==> src/rtl/mt8816_shadow_if.sv <==
// mt8816_shadow_if
//   Groups the snooped MT8816 control bus, the readback port and the
//   status outputs of mt8816_shadow. Signal names carry the direction as
//   seen from the shadow block: i_* are driven into it and o_* come out.
//
//   Snooped bus : i_sw_reset, i_sw_cs, i_sw_strobe, i_sw_ax[3:0] (physical),
//                 i_sw_ay[2:0], i_sw_data
//   Readback    : i_rd_en, i_rd_ax[3:0] (logical), i_rd_ay[2:0] ->
//                 o_rd_valid, o_rd_data (1 clk later)
//   Status      : o_state[127:0], o_write_cnt[15:0], i_err_clr, o_err,
//                 o_err_code[2:0]
//
//   master : the side that drives the snooped bus and readback requests
//   slave  : the shadow block itself
interface mt8816_shadow_if;
  logic         i_sw_reset;
  logic         i_sw_cs;
  logic         i_sw_strobe;
  logic [3:0]   i_sw_ax;
  logic [2:0]   i_sw_ay;
  logic         i_sw_data;
  logic         i_rd_en;
  logic [3:0]   i_rd_ax;
  logic [2:0]   i_rd_ay;
  logic         i_err_clr;
  logic         o_rd_valid;
  logic         o_rd_data;
  logic [127:0] o_state;
  logic [15:0]  o_write_cnt;
  logic         o_err;
  logic [2:0]   o_err_code;

  modport master (
    output i_sw_reset, i_sw_cs, i_sw_strobe, i_sw_ax, i_sw_ay, i_sw_data,
    output i_rd_en, i_rd_ax, i_rd_ay, i_err_clr,
    input  o_rd_valid, o_rd_data, o_state, o_write_cnt, o_err, o_err_code
  );

  modport slave (
    input  i_sw_reset, i_sw_cs, i_sw_strobe, i_sw_ax, i_sw_ay, i_sw_data,
    input  i_rd_en, i_rd_ax, i_rd_ay, i_err_clr,
    output o_rd_valid, o_rd_data, o_state, o_write_cnt, o_err, o_err_code
  );
endinterface

==> src/rtl/mt8816_shadow.sv <==
// mt8816_shadow
//   Passive receiver for the MT8816 crosspoint control bus. It snoops the
//   RESET/CS/STROBE/AX/AY/DATA lines driven to the switch chip, keeps a
//   16x8 shadow of the crosspoint array indexed by logical AX, offers a
//   1-clk readback port and flags protocol violations.
//
//   Ports
//     i_fpga_clk : 100 MHz clock
//     i_reset_n  : asynchronous active-low reset
//     bus        : mt8816_shadow_if.slave (snooped bus, readback, status)
//
//   Error code bits (sticky until i_err_clr, a new error in the same cycle
//   wins over the clear):
//     [0] STROBE seen while CS low
//     [1] AX/AY/DATA changed while STROBE high
//     [2] STROBE shorter than MIN_STROBE_CYC (write dropped)
module mt8816_shadow #(
  parameter int MIN_STROBE_CYC = 2,
  parameter bit REMAP_EN       = 1'b1
) (
  input logic            i_fpga_clk,
  input logic            i_reset_n,
  mt8816_shadow_if.slave bus
);

  typedef enum logic [1:0] {
    ST_IDLE   = 2'd0,
    ST_SELECT = 2'd1,
    ST_STROBE = 2'd2,
    ST_CLEAR  = 2'd3
  } state_t;

  // Board wiring swaps the physical AX lines; convert back to logical AX.
  function automatic logic [3:0] f_remap(input logic [3:0] phys);
    logic [3:0] logical;
    logical = phys;
    if (REMAP_EN) begin
      if (phys >= 4'h8 && phys <= 4'hD) logical = phys - 4'd2;
      else if (phys == 4'h6)            logical = 4'hC;
      else if (phys == 4'h7)            logical = 4'hD;
    end
    return logical;
  endfunction

  // Registered copy of the snooped bus; the FSM works only on these.
  logic         r_sw_reset;
  logic         r_sw_cs;
  logic         r_sw_strobe;
  logic [3:0]   r_sw_ax;
  logic [2:0]   r_sw_ay;
  logic         r_sw_data;

  state_t       r_state;
  state_t       w_state_next;

  logic [3:0]   r_lat_ax;
  logic [2:0]   r_lat_ay;
  logic         r_lat_data;
  logic [7:0]   r_width;

  logic [127:0] r_shadow;
  logic [15:0]  r_write_cnt;
  logic [2:0]   r_err_code;
  logic         r_err;
  logic         r_rd_valid;
  logic         r_rd_data;

  logic         w_sample;
  logic         w_leave;
  logic         w_commit;
  logic         w_short;
  logic         w_glitch;
  logic         w_nocs;
  logic [6:0]   w_commit_idx;
  logic [2:0]   w_err_code_next;

  always_ff @(posedge i_fpga_clk or negedge i_reset_n) begin
    if (!i_reset_n) begin
      r_sw_reset  <= 1'b0;
      r_sw_cs     <= 1'b0;
      r_sw_strobe <= 1'b0;
      r_sw_ax     <= 4'd0;
      r_sw_ay     <= 3'd0;
      r_sw_data   <= 1'b0;
    end else begin
      r_sw_reset  <= bus.i_sw_reset;
      r_sw_cs     <= bus.i_sw_cs;
      r_sw_strobe <= bus.i_sw_strobe;
      r_sw_ax     <= bus.i_sw_ax;
      r_sw_ay     <= bus.i_sw_ay;
      r_sw_data   <= bus.i_sw_data;
    end
  end

  // Next-state logic; chip RESET overrides every other transition.
  always_comb begin
    w_state_next = r_state;
    if (r_sw_reset) begin
      w_state_next = ST_CLEAR;
    end else begin
      case (r_state)
        ST_CLEAR:  w_state_next = ST_IDLE;
        ST_IDLE: begin
          if (r_sw_cs) w_state_next = r_sw_strobe ? ST_STROBE : ST_SELECT;
        end
        ST_SELECT: begin
          if (r_sw_strobe)   w_state_next = ST_STROBE;
          else if (!r_sw_cs) w_state_next = ST_IDLE;
        end
        ST_STROBE: begin
          if (!r_sw_strobe) w_state_next = r_sw_cs ? ST_SELECT : ST_IDLE;
        end
        default:   w_state_next = ST_IDLE;
      endcase
    end
  end

  // Every cycle with a valid strobe (entering or staying in STROBE) is a
  // sample: it latches the bus and counts toward the strobe width.
  always_comb begin
    w_sample     = (w_state_next == ST_STROBE);
    w_leave      = (r_state == ST_STROBE) &&
                   ((w_state_next == ST_IDLE) || (w_state_next == ST_SELECT));
    w_commit     = w_leave && (r_width >= 8'(MIN_STROBE_CYC));
    w_short      = w_leave && !w_commit;
    // Only compare against a previous sample, i.e. not on the entry cycle.
    w_glitch     = (r_state == ST_STROBE) && w_sample &&
                   ({r_sw_ax, r_sw_ay, r_sw_data} != {r_lat_ax, r_lat_ay, r_lat_data});
    w_nocs       = (r_state == ST_IDLE) && !r_sw_reset && !r_sw_cs && r_sw_strobe;
    w_commit_idx = {f_remap(r_lat_ax), r_lat_ay};
    w_err_code_next = (bus.i_err_clr ? 3'b000 : r_err_code) |
                      {w_short, w_glitch, w_nocs};
  end

  always_ff @(posedge i_fpga_clk or negedge i_reset_n) begin
    if (!i_reset_n) begin
      r_state    <= ST_IDLE;
      r_lat_ax   <= 4'd0;
      r_lat_ay   <= 3'd0;
      r_lat_data <= 1'b0;
      r_width    <= 8'd0;
    end else begin
      r_state <= w_state_next;
      if (w_sample) begin
        r_lat_ax   <= r_sw_ax;
        r_lat_ay   <= r_sw_ay;
        r_lat_data <= r_sw_data;
        if (r_state != ST_STROBE)  r_width <= 8'd1;
        else if (r_width != 8'hFF) r_width <= r_width + 8'd1;
      end
    end
  end

  // Shadow array and write counter. CLEAR wipes the array but the write
  // counter keeps its history until the FPGA reset.
  always_ff @(posedge i_fpga_clk or negedge i_reset_n) begin
    if (!i_reset_n) begin
      r_shadow    <= '0;
      r_write_cnt <= 16'd0;
    end else begin
      if (r_state == ST_CLEAR) r_shadow <= '0;
      else if (w_commit)       r_shadow[w_commit_idx] <= r_lat_data;
      if (w_commit && (r_write_cnt != 16'hFFFF)) r_write_cnt <= r_write_cnt + 16'd1;
    end
  end

  always_ff @(posedge i_fpga_clk or negedge i_reset_n) begin
    if (!i_reset_n) begin
      r_err_code <= 3'b000;
      r_err      <= 1'b0;
    end else begin
      r_err_code <= w_err_code_next;
      r_err      <= |w_err_code_next;
    end
  end

  // Readback reads the register before any same-edge commit lands.
  always_ff @(posedge i_fpga_clk or negedge i_reset_n) begin
    if (!i_reset_n) begin
      r_rd_valid <= 1'b0;
      r_rd_data  <= 1'b0;
    end else begin
      r_rd_valid <= bus.i_rd_en;
      r_rd_data  <= bus.i_rd_en ? r_shadow[{bus.i_rd_ax, bus.i_rd_ay}] : 1'b0;
    end
  end

  assign bus.o_state     = r_shadow;
  assign bus.o_write_cnt = r_write_cnt;
  assign bus.o_err_code  = r_err_code;
  assign bus.o_err       = r_err;
  assign bus.o_rd_valid  = r_rd_valid;
  assign bus.o_rd_data   = r_rd_data;

endmodule
==> src/flat_wrapper.sv <==
// flat-port wrapper written by rule: the top's interface ports become plain ports
module mt8816_shadow_flat 
#(
  parameter int MIN_STROBE_CYC = 2,
  parameter bit REMAP_EN       = 1'b1
)
  (i_fpga_clk, i_reset_n, bus_i_sw_reset, bus_i_sw_cs, bus_i_sw_strobe, bus_i_sw_ax, bus_i_sw_ay, bus_i_sw_data, bus_i_rd_en, bus_i_rd_ax, bus_i_rd_ay, bus_i_err_clr, bus_o_rd_valid, bus_o_rd_data, bus_o_state, bus_o_write_cnt, bus_o_err, bus_o_err_code);
  mt8816_shadow_if bus_i ();
  input logic i_fpga_clk;
  input logic i_reset_n;
  input wire logic [$bits(bus_i.i_sw_reset)-1:0] bus_i_sw_reset;
  input wire logic [$bits(bus_i.i_sw_cs)-1:0] bus_i_sw_cs;
  input wire logic [$bits(bus_i.i_sw_strobe)-1:0] bus_i_sw_strobe;
  input wire logic [$bits(bus_i.i_sw_ax)-1:0] bus_i_sw_ax;
  input wire logic [$bits(bus_i.i_sw_ay)-1:0] bus_i_sw_ay;
  input wire logic [$bits(bus_i.i_sw_data)-1:0] bus_i_sw_data;
  input wire logic [$bits(bus_i.i_rd_en)-1:0] bus_i_rd_en;
  input wire logic [$bits(bus_i.i_rd_ax)-1:0] bus_i_rd_ax;
  input wire logic [$bits(bus_i.i_rd_ay)-1:0] bus_i_rd_ay;
  input wire logic [$bits(bus_i.i_err_clr)-1:0] bus_i_err_clr;
  output wire logic [$bits(bus_i.o_rd_valid)-1:0] bus_o_rd_valid;
  output wire logic [$bits(bus_i.o_rd_data)-1:0] bus_o_rd_data;
  output wire logic [$bits(bus_i.o_state)-1:0] bus_o_state;
  output wire logic [$bits(bus_i.o_write_cnt)-1:0] bus_o_write_cnt;
  output wire logic [$bits(bus_i.o_err)-1:0] bus_o_err;
  output wire logic [$bits(bus_i.o_err_code)-1:0] bus_o_err_code;
  assign bus_i.i_sw_reset = bus_i_sw_reset;
  assign bus_i.i_sw_cs = bus_i_sw_cs;
  assign bus_i.i_sw_strobe = bus_i_sw_strobe;
  assign bus_i.i_sw_ax = bus_i_sw_ax;
  assign bus_i.i_sw_ay = bus_i_sw_ay;
  assign bus_i.i_sw_data = bus_i_sw_data;
  assign bus_i.i_rd_en = bus_i_rd_en;
  assign bus_i.i_rd_ax = bus_i_rd_ax;
  assign bus_i.i_rd_ay = bus_i_rd_ay;
  assign bus_i.i_err_clr = bus_i_err_clr;
  assign bus_o_rd_valid = bus_i.o_rd_valid;
  assign bus_o_rd_data = bus_i.o_rd_data;
  assign bus_o_state = bus_i.o_state;
  assign bus_o_write_cnt = bus_i.o_write_cnt;
  assign bus_o_err = bus_i.o_err;
  assign bus_o_err_code = bus_i.o_err_code;
  mt8816_shadow #(.MIN_STROBE_CYC(MIN_STROBE_CYC), .REMAP_EN(REMAP_EN)) u_core (.i_fpga_clk(i_fpga_clk), .i_reset_n(i_reset_n), .bus(bus_i));
endmodule
==> config.mk <==
export PLATFORM = sky130hd
export DESIGN_NAME = mt8816_shadow_flat
export DESIGN_NICKNAME = d
export VERILOG_FILES = /design/src/rtl/mt8816_shadow_if.sv /design/src/rtl/mt8816_shadow.sv /design/src/flat_wrapper.sv
export SDC_FILE = /design/constraint.sdc
export NUM_CORES = 1
export LEC_CHECK = 0
export BUFFER_PORTS_ARGS = -buffer_cell sky130_fd_sc_hd__buf_2
export CAP_MARGIN = 20
export CORE_MARGIN = 3
export CORE_UTILIZATION = 40
export CTS_CLUSTER_SIZE = 28
export DETAILED_ROUTE_END_ITERATION = 7
export PLACE_DENSITY = 0.7
export SETUP_SLACK_MARGIN = 0.02
export SYNTH_ARGS = -nofsm -noshare
export SYNTH_HDL_FRONTEND = slang
export SYNTH_SLANG_ARGS = --single-unit
==> constraint.sdc <==
create_clock -name i_fpga_clk -period 4.2 [get_ports i_fpga_clk]
set_clock_uncertainty 0.05 [all_clocks]
set_input_delay 0.42 -clock i_fpga_clk [delete_from_list [all_inputs] [get_ports i_fpga_clk]]
set_output_delay 0.42 -clock i_fpga_clk [all_outputs]
set_load 0.03 [all_outputs]
# == Yosys cells after proc, flatten, opt, wreduce, memory -nomap -nowiden ==
# Cells that the tools add are included.
# totals
reg_bits,179
input_bits,22
out_inout_bits,150
elab_cells,81
# classes
n_addsub,3
magnitude_cmp,6
n_eq_ne,11
muxes,22
n_bitwise,1
n_reduce_logical,21
# ops
cell,count
128-bit 2-to-1 mux,2
128-bit bitwise mux,1
16-bit by 1-bit adder with 16-bit output (second input constant),1
7-bit by 8-bit less-than comparator with 1-bit output (second input constant),2
8-bit 2-to-1 mux,2
16-bit != test (second input constant),1
2-bit 2-to-1 mux,6
4-bit 2-to-1 mux,3
1-bit logical AND,11
8-bit by 1-bit adder with 8-bit output (second input constant),1
4-bit by 3-bit == test with 1-bit output (second input constant),2
8-bit by 2-bit greater-or-equal comparator with 1-bit output (second input constant),1
8-bit != test,1
8-bit != test (second input constant),1
2-bit one-hot mux with 4 select lines,1
1-bit binary-select mux with 7-bit select,1
1-bit demux with 7-bit select,1
7-bit by 1-bit greater-or-equal comparator with 1-bit output (second input constant),1
2-bit == test (second input constant),3
2-bit by 1-bit == test with 1-bit output (second input constant),2
4-bit greater-or-equal comparator (second input constant),1
4-bit <= comparator (second input constant),1
2-bit logical NOT,2
1-bit 2-to-1 mux,4
other kinds (9),12

# == Logic depth before layout (Yosys ltp) ==
# Gate-level depths: netlist of run 1.
# logic_depth
word_depth,12
mapped_depth,11
mapped_depth_nobuf,8

# == Least setup slack after synthesis of run 1 ==
# No wires, ideal clock.
# synth_path
path_type,register to register
startpoint,reg u_core.r_lat_ax[1]
endpoint,"reg u_core.r_shadow[0], in the netlist u_core.bus.o_state[0]"
t_arrival_ns,2.242
required_ns,4.018
setup_slack_ns,1.776
path_stages_with_launch,11
path_buffers,2
cell_sequence,dfrtp_1 -> buf_2 -> inv_1 -> ha_1 -> nand3_1 -> a211oi_1 -> nor2b_1 -> clkbuf_1 -> nand2_1 -> mux2i_1 -> nor2_1
# synth_between
elab_chain_cells,11
elab_cells_between_ends,17
# synth_rtl
element,line,rtl
"start, declared",mt8816_shadow.sv:56,logic [3:0] r_lat_ax;
"start signal, assigned",mt8816_shadow.sv:145,r_lat_ax <= r_sw_ax;
4-bit by 3-bit == test with 1-bit output,mt8816_shadow.sv:40,else if (phys == 4'h7) logical = 4'hD;
4-bit 2-to-1 mux,mt8816_shadow.sv:40,
4-bit 2-to-1 mux,mt8816_shadow.sv:39,else if (phys == 4'h6) logical = 4'hC;
4-bit 2-to-1 mux *,mt8816_shadow.sv:38,if (phys >= 4'h8 && phys <= 4'hD) logical = phys - 4'd2;
7-bit by 8-bit less-than comparator with 1-bit output (not written as such) / 7-bit by 1-bit greater-or-equal comparator with 1-bit output (equally long branches),mt8816_shadow.sv:162,else if (w_commit) r_shadow[w_commit_idx] <= r_lat_data;
1-bit logical AND (not written as such),mt8816_shadow.sv:162,
1-bit 2-to-1 mux (not written as such),mt8816_shadow.sv:162,
1-bit demux with 7-bit select *,--,
128-bit bitwise mux *,mt8816_shadow.sv:162,
128-bit 2-to-1 mux *,mt8816_shadow.sv:162,
128-bit 2-to-1 mux *,mt8816_shadow.sv:161,if (r_state == ST_CLEAR) r_shadow <= '0;
"end signal, assigned by index",mt8816_shadow.sv:162,
"end, declared",mt8816_shadow.sv:61,logic [127:0] r_shadow;
# Mark *: on every way between the ends. The rest lies on a longest branch, timed or not. The select of a mux whose other input is x is not followed.
# A chain may end at the register's enable or synchronous reset.

# == Worst setup path in the final report of run 1 ==
# layout_path
startpoint,reg u_core.r_lat_ax[1]
endpoint,"reg u_core.r_shadow[20], in the netlist u_core.bus.o_state[20]"
# Same word-level chain as after synthesis.

==> flow_summary.yaml, run 1 <==
layout:
  drive_gt1_share_pct: 24.89
  fin_nets: 1143
  areaGrowthSynthToFinish_pct: 17.61
  postLayoutCoreUtil_pct: 48.23
  n_antenna_cell: 0
  fillers: 2087
die:
  core_mm2: 0.02278
  start_util_pct: 41.01
  rows: 55
  fp.dieW_um: 158.8
  die_area_mm2: 0.02522
  pin_count: 172
  die_height_um: 158.8
drt:
  vias: 8248
  met2_length_um: 13670
  vias_per_cell: 5.720
  top_layer: "met5"
  drt_pass1_iterations: 8
  met1_length_um: 11910
  drc: 0
  ant_nets: 0
  initialDrtViolationCount: 1004
  wire_per_inst_um: 20.31
  routed-wl-met3_um: 3065
  wl_um: 29280
critical_path:
  path_max_fanout: 16
  cp.arrival_ns: 3.35
  crit_slowest_cell: "nor2b_1"
  cp_cell_sequence: "inv_1 -> ha_1 -> nand3_1 -> o22ai_1 -> nor2b_1 -> nand2_1 -> nand2_1 -> a21oi_1"
  cpLargestDelayFamily: "simple AND/OR/NAND/NOR gates"
  path_class: "register to register"
  cp.required_ns: 4.45
  cp_num_buf_inv: 1
  slowest_delay_ns: 0.90
  cpMostUsedCell: "nand2_1"
  cp-end-kind: "register"
  setup.worst_path.start_class: "register"
clocking:
  numCtsBuffers: 17
  cts_max_path_buffers: 2
  cts_hold_buf: 0
  ctsResizeCount: 0
  cts_tree: "built"
  cts_sinks: 179
  htreeDepth: 4
  cts_root_buffer: "clkbuf_16"
  post_cts_buffers: 0
  clk_latency_ns: 0.44
  path_clk_slew_ns: 0.07
synthesis:
  syn_area_mm2: 0.009341
  yosys_register_bits: 179
  syn_area_per_cell_um2: 9.436
  synth-async-reset-ratio_pct: 100.0
  yosys_warnings: 0
  ys_types: 57
  seq_area_frac_synth_pct: 47.95
  syn_inst: 990
  synth_nets: 1017
  synth_edf_count: 0
  ys.flop_type: "dfrtp_1"
outcome:
  violations: "negative hold slack"
  outcome: "finished with violations"
sta:
  setup_viol: 0
  max_slew_margin_pct: 27.27
  worst_slew_pin_slew_ns: 1.083
  fin_setup_tns_ns: 0
  slew_violations: 0
  post-route-period-util_pct: 74.00
  period_needed_ns: 3.108
  whs_ns: -0.003297
  fmax_ghz: 0.3217
  finalHoldViolCount: 1
  grt_setup_unrepaired: "false"
pwr:
  p_switching_mw: 1.265
  internal_power_mw: 2.852
  p_leak_nw: 5.156
  seq_power_share_pct: 45.8
  swShare_pct: 30.73
  power_frac_clock_pct: 41.0
  power_density_mw_per_mm2: 374.8
  p_comb_share_pct: 13.2
  irDropWorstVdd_mv: 0.2504
global_route:
  grt_overflow: 0
  track_usage_pct: 23.12
  antenna_found_initial: 2
  grt_pass1_vias: 7970
  grt_max_degree: 91
  grt_first_pass_wirelength_um: 46110
flow_run:
  cap_violations: 0
hold_path:
  hold_class: "input port to async pin"
place:
  hpwlAfterDp_um: 19840
  io_buffers: 171
  gp_congestion: 0.8679
## layer usage
layer	global-route usage (%)	vias to the layer above
li1	-	3724
met1	31.43	4045
met2	35.87	421
met3	7.148	54
met4	6.606	4
met5	0	-
## placed cells by master (no fill, tap or decap), types with 17 or more instances in the layout
cell / count
dfrtp_1: 178
buf_2: 170
nand2_1: 146
a21oi_1: 95
nor2_1: 93
o21ai_0: 75
nand3_1: 62
mux2i_1: 53
nand4_1: 26
mux4_2: 21
xnor2_1: 19
buf_4: 18
clkbuf_16: 17
## stage by stage
stage / cells / worst slack (ns) / power (mW) / instance area [um^2]
3_3_place_gp: 1410 / 1.280 / 2.443 / 10370
5_1_grt: 1442 / 0.7730 / 4.271 / 10990
4_1_cts: 1442 / 1.144 / 4.128 / 10990
3_5_place_dp: 1410 / 1.177 / 2.453 / 10370
6_report: 1442 / 1.092 / 4.118 / 10990
2_1_floorplan: 990 / 1.776 / 2.276 / 9341
## layout make-up
type                            instances  area, um^2  area share, %
Tap cell                              313       391.6          3.565
Clock inverter                         13       165.2          1.503
Timing Repair Buffer                  189       997.2          9.076
Multi-Input combinational cell        718        4456          40.55
Inverter                               11       41.29         0.3758
Clock buffer                           19       452.9          4.123
Sequential cell                       179        4483          40.80
## cell usage after synthesis (5+ instances only)
cell type / instances / area share, %
clkbuf_1: 51 / 2.0
nor2_1: 94 / 3.8
dfrtp_1: 179 / 48
nand3_1: 62 / 3.3
nand4_1: 26 / 1.7
mux2_2: 15 / 1.8
mux4_2: 21 / 5.1
o21ai_0: 75 / 4.0
or2_2: 6 / 0.40
nor2b_1: 10 / 0.67
inv_1: 11 / 0.44
xor2_1: 9 / 0.84
mux2i_1: 53 / 5.7
ha_1: 5 / 0.67
xnor2_1: 19 / 1.8
nand2_1: 146 / 5.9
nor3_1: 9 / 0.48
nand2b_1: 6 / 0.40
a21oi_1: 95 / 5.1
or3_1: 6 / 0.40
buf_2: 22 / 1.2
a22oi_1: 9 / 0.72
## state kept, by name, indices dropped and copies added, names as in the netlist
name / cells
u_core.r_state: 2
u_core.bus.o_state: 128
u_core.r_sw_data: 1
u_core.r_lat_ay: 3
u_core.r_sw_reset: 1
u_core.bus.o_err: 1
u_core.bus.o_rd_valid: 1
u_core.r_lat_data: 1
u_core.r_sw_ax: 4
u_core.r_sw_ay: 3
u_core.r_lat_ax: 4
u_core.bus.o_err_code: 3
u_core.bus.o_write_cnt: 16
u_core.bus.o_rd_data: 1
u_core.r_width: 8
u_core.r_sw_strobe: 1
u_core.r_sw_cs: 1
## cell families (layout without fill, tap and decap cells)
| logic type | count (synthesis) | after routing | share of synthesized area [%] |
|---|---|---|---|
| fa+ha+maj | 5 | 5 | 0.6697 |
| compound gates | 204 | 204 | 12.09 |
| simple gates | 392 | 392 | 19.70 |
| xor+xnor | 28 | 28 | 2.625 |
| buf+inv | 93 | 232 | 4.407 |
| mux | 89 | 89 | 12.55 |
| flops | 179 | 179 | 47.95 |
## power groups by stage
stage	clock network [mW]	logic (mW)	registers [mW]
finish	1.69	0.544	1.89
global route	1.77	0.597	1.90
CTS	1.71	0.539	1.88
detailed placement	0	0.535	1.92
global placement	0	0.530	1.91
floorplan	0	0.407	1.87
## worst paths after layout
kind | end | start | depth (start not counted) | slack (ns)
worst min register to register | u_core.bus.o_write_cnt[15] | u_core.bus.o_write_cnt[15] | 1 | 0.44
max in group asynchronous | u_core.bus.o_state[5] | i_reset_n | 2 | 3.10
worst max-delay path | u_core.bus.o_state[20] | u_core.r_lat_ax[1] | 8 | 1.09
worst max register to register | u_core.bus.o_state[20] | u_core.r_lat_ax[1] | 8 | 1.09
min in group i_fpga_clk | u_core.r_sw_ay[2] | bus_i_sw_ay[2] | 1 | 0.03
worst min-delay path | u_core.bus.o_state[39] | i_reset_n | 1 | -0.003
Note: power is estimated with default switching activity, not from simulation.
==> inputs of run 2 (changes only) <==
- clock period: 4.2 -> 3.1 ns (I/O delays scaled with it)
==> flow_summary.yaml, run 2 (synthesis results as in run 1) <==
drt:
  vias: 8334
  wire_per_inst_um: 19.96
  drt_pass1_iterations: 6
  met1_length_um: 12040
  routed-wl-met3_um: 2752
  ant_nets: 0
  wl_um: 29440
  vias_per_cell: 5.650
  top_layer: "met4"
  initialDrtViolationCount: 1017
  drc: 0
  met2_length_um: 13820
die:
  die_area_mm2: 0.02522
  pin_count: 172
  die_height_um: 158.8
  start_util_pct: 41.01
  core_mm2: 0.02278
  rows: 55
  fp.dieW_um: 158.8
global_route:
  grt_overflow: 0
  track_usage_pct: 23.10
  grt_first_pass_wirelength_um: 46490
  antenna_found_initial: 0
  grt_max_degree: 75
  grt_pass1_vias: 8286
clocking:
  cts_max_path_buffers: 2
  cts_hold_buf: 13
  ctsResizeCount: 0
  numCtsBuffers: 17
  path_clk_slew_ns: 0.07
  htreeDepth: 4
  cts_root_buffer: "clkbuf_16"
  clk_latency_ns: 0.43
  cts_tree: "built"
  post_cts_buffers: 0
  cts_sinks: 179
sta:
  worst_slew_pin_slew_ns: 1.062
  grt_setup_unrepaired: "false"
  period_needed_ns: 2.707
  whs_ns: 0.06473
  fmax_ghz: 0.3694
  fin_setup_tns_ns: 0
  finalHoldViolCount: 0
  setup_viol: 0
  slew_violations: 0
  max_slew_margin_pct: 28.84
  post-route-period-util_pct: 87.31
layout:
  final_common_cell: "dfrtp_1"
  layout_common_cells: "dfrtp_1, buf_2, nand2_1, a21oi_1, nor2_1"
  fin_cells: 1475
  n_antenna_cell: 0
  areaGrowthSynthToFinish_pct: 21.08
  largest_reg_flops: 128
  fin_nets: 1176
  drive_gt1_share_pct: 25.65
critical_path:
  path_class: "register to register"
  cp-end-kind: "register"
  timing.rr.start: "u_core.r_state[0]"
  setup.worst_path.end: "u_core.bus.o_state[112]"
  setup.worst_path.start_class: "register"
  r2r_end: "u_core.bus.o_state[112]"
  worstRegToRegCells: 6
  cp.arrival_ns: 2.93
  crit_start: "u_core.r_state[0]"
  cp.required_ns: 3.33
  path_max_fanout: 13
  reg2reg_slack_ns: 0.39
pwr:
  p_leak_nw: 5.325
  irDropWorstVdd_mv: 0.3200
  power_density_mw_per_mm2: 499.6
flow_run:
  cap_violations: 0
place:
  gp_congestion: 0.8899
  hpwlAfterDp_um: 20350
  io_buffers: 171
  dp.cells: 1430
hold_path:
  hold_class: "input port to register"
outcome:
  outcome: "completed"
## run 2: cell count changes in the layout (fill, tap and decap cells not counted)
cell           delta
clkbuf_8          -1
nor2_2            -1
inv_8             -1
clkbuf_1          +2
nor2_1            +1
clkinv_8          -1
buf_4            +16
buf_12            +4
dlygate4sd3_1    +13
bufinv_16         +1
## run 2: stage by stage
stage / cell area (um^2) / utilization [%] / setup WS [ns] / power, mW
final: 11310 / 49.66 / 0.3932 / 5.651
after CTS: 11310 / 49.66 / 0.4269 / 5.661
after global routing: 11310 / 49.66 / 0.3170 / 5.847
after global placement: 10570 / 46.39 / 0.5266 / 3.362
after floorplan: 9341 / - / 0.6764 / 3.084
after detailed placement: 10570 / 46.39 / 0.4416 / 3.369
## run 2: worst min path at each step
stage,from,to,slack [ns],depth (start not counted)
2_1_floorplan,i_reset_n,u_core.bus.o_err,-0.04,0
3_3_place_gp,i_reset_n,u_core.bus.o_state[35],0.34,1
3_5_place_dp,i_reset_n,u_core.bus.o_state[35],0.34,1
4_1_cts,bus_i_err_clr,u_core.bus.o_err_code[0],0.05,2
5_1_grt,bus_i_err_clr,u_core.bus.o_err_code[0],0.05,2
6_report,bus_i_err_clr,u_core.bus.o_err_code[0],0.06,2
## run 2: worst max-delay path: stages (launching register included)
cell     delay (ns)
dfrtp_1        0.42
or4b_4         0.56
a21o_1         0.20
buf_4          0.19
or4_1          0.69
o21ai_0        0.31
a21oi_1        0.12
## run 2: power by group
part | switching, mW | internal, mW
clock network | 0.987 | 1.31
logic | 0.565 | 0.257
registers | 0.128 | 2.40
total | 1.68 | 3.97
## run 2: routing by layer
| metal | global-route usage, % | up-vias |
|---|---|---|
| li1 | - | 3784 |
| met1 | 29.88 | 4095 |
| met2 | 36.87 | 401 |
| met3 | 6.835 | 54 |
| met4 | 8.556 | 0 |
| met5 | 0 | - |
## run 2: layout make-up
| cell class | count | area (um^2) |
|---|---|---|
| clock buffers | 20 | 446.7 |
| flip-flops and latches | 179 | 4483 |
| well taps | 313 | 391.6 |
| fillers | 2104 | 11470 |
| repair buffers | 222 | 1328 |
| inverters | 11 | 41.29 |
| multi-input cells | 718 | 4453 |
| clock inverters | 12 | 167.7 |
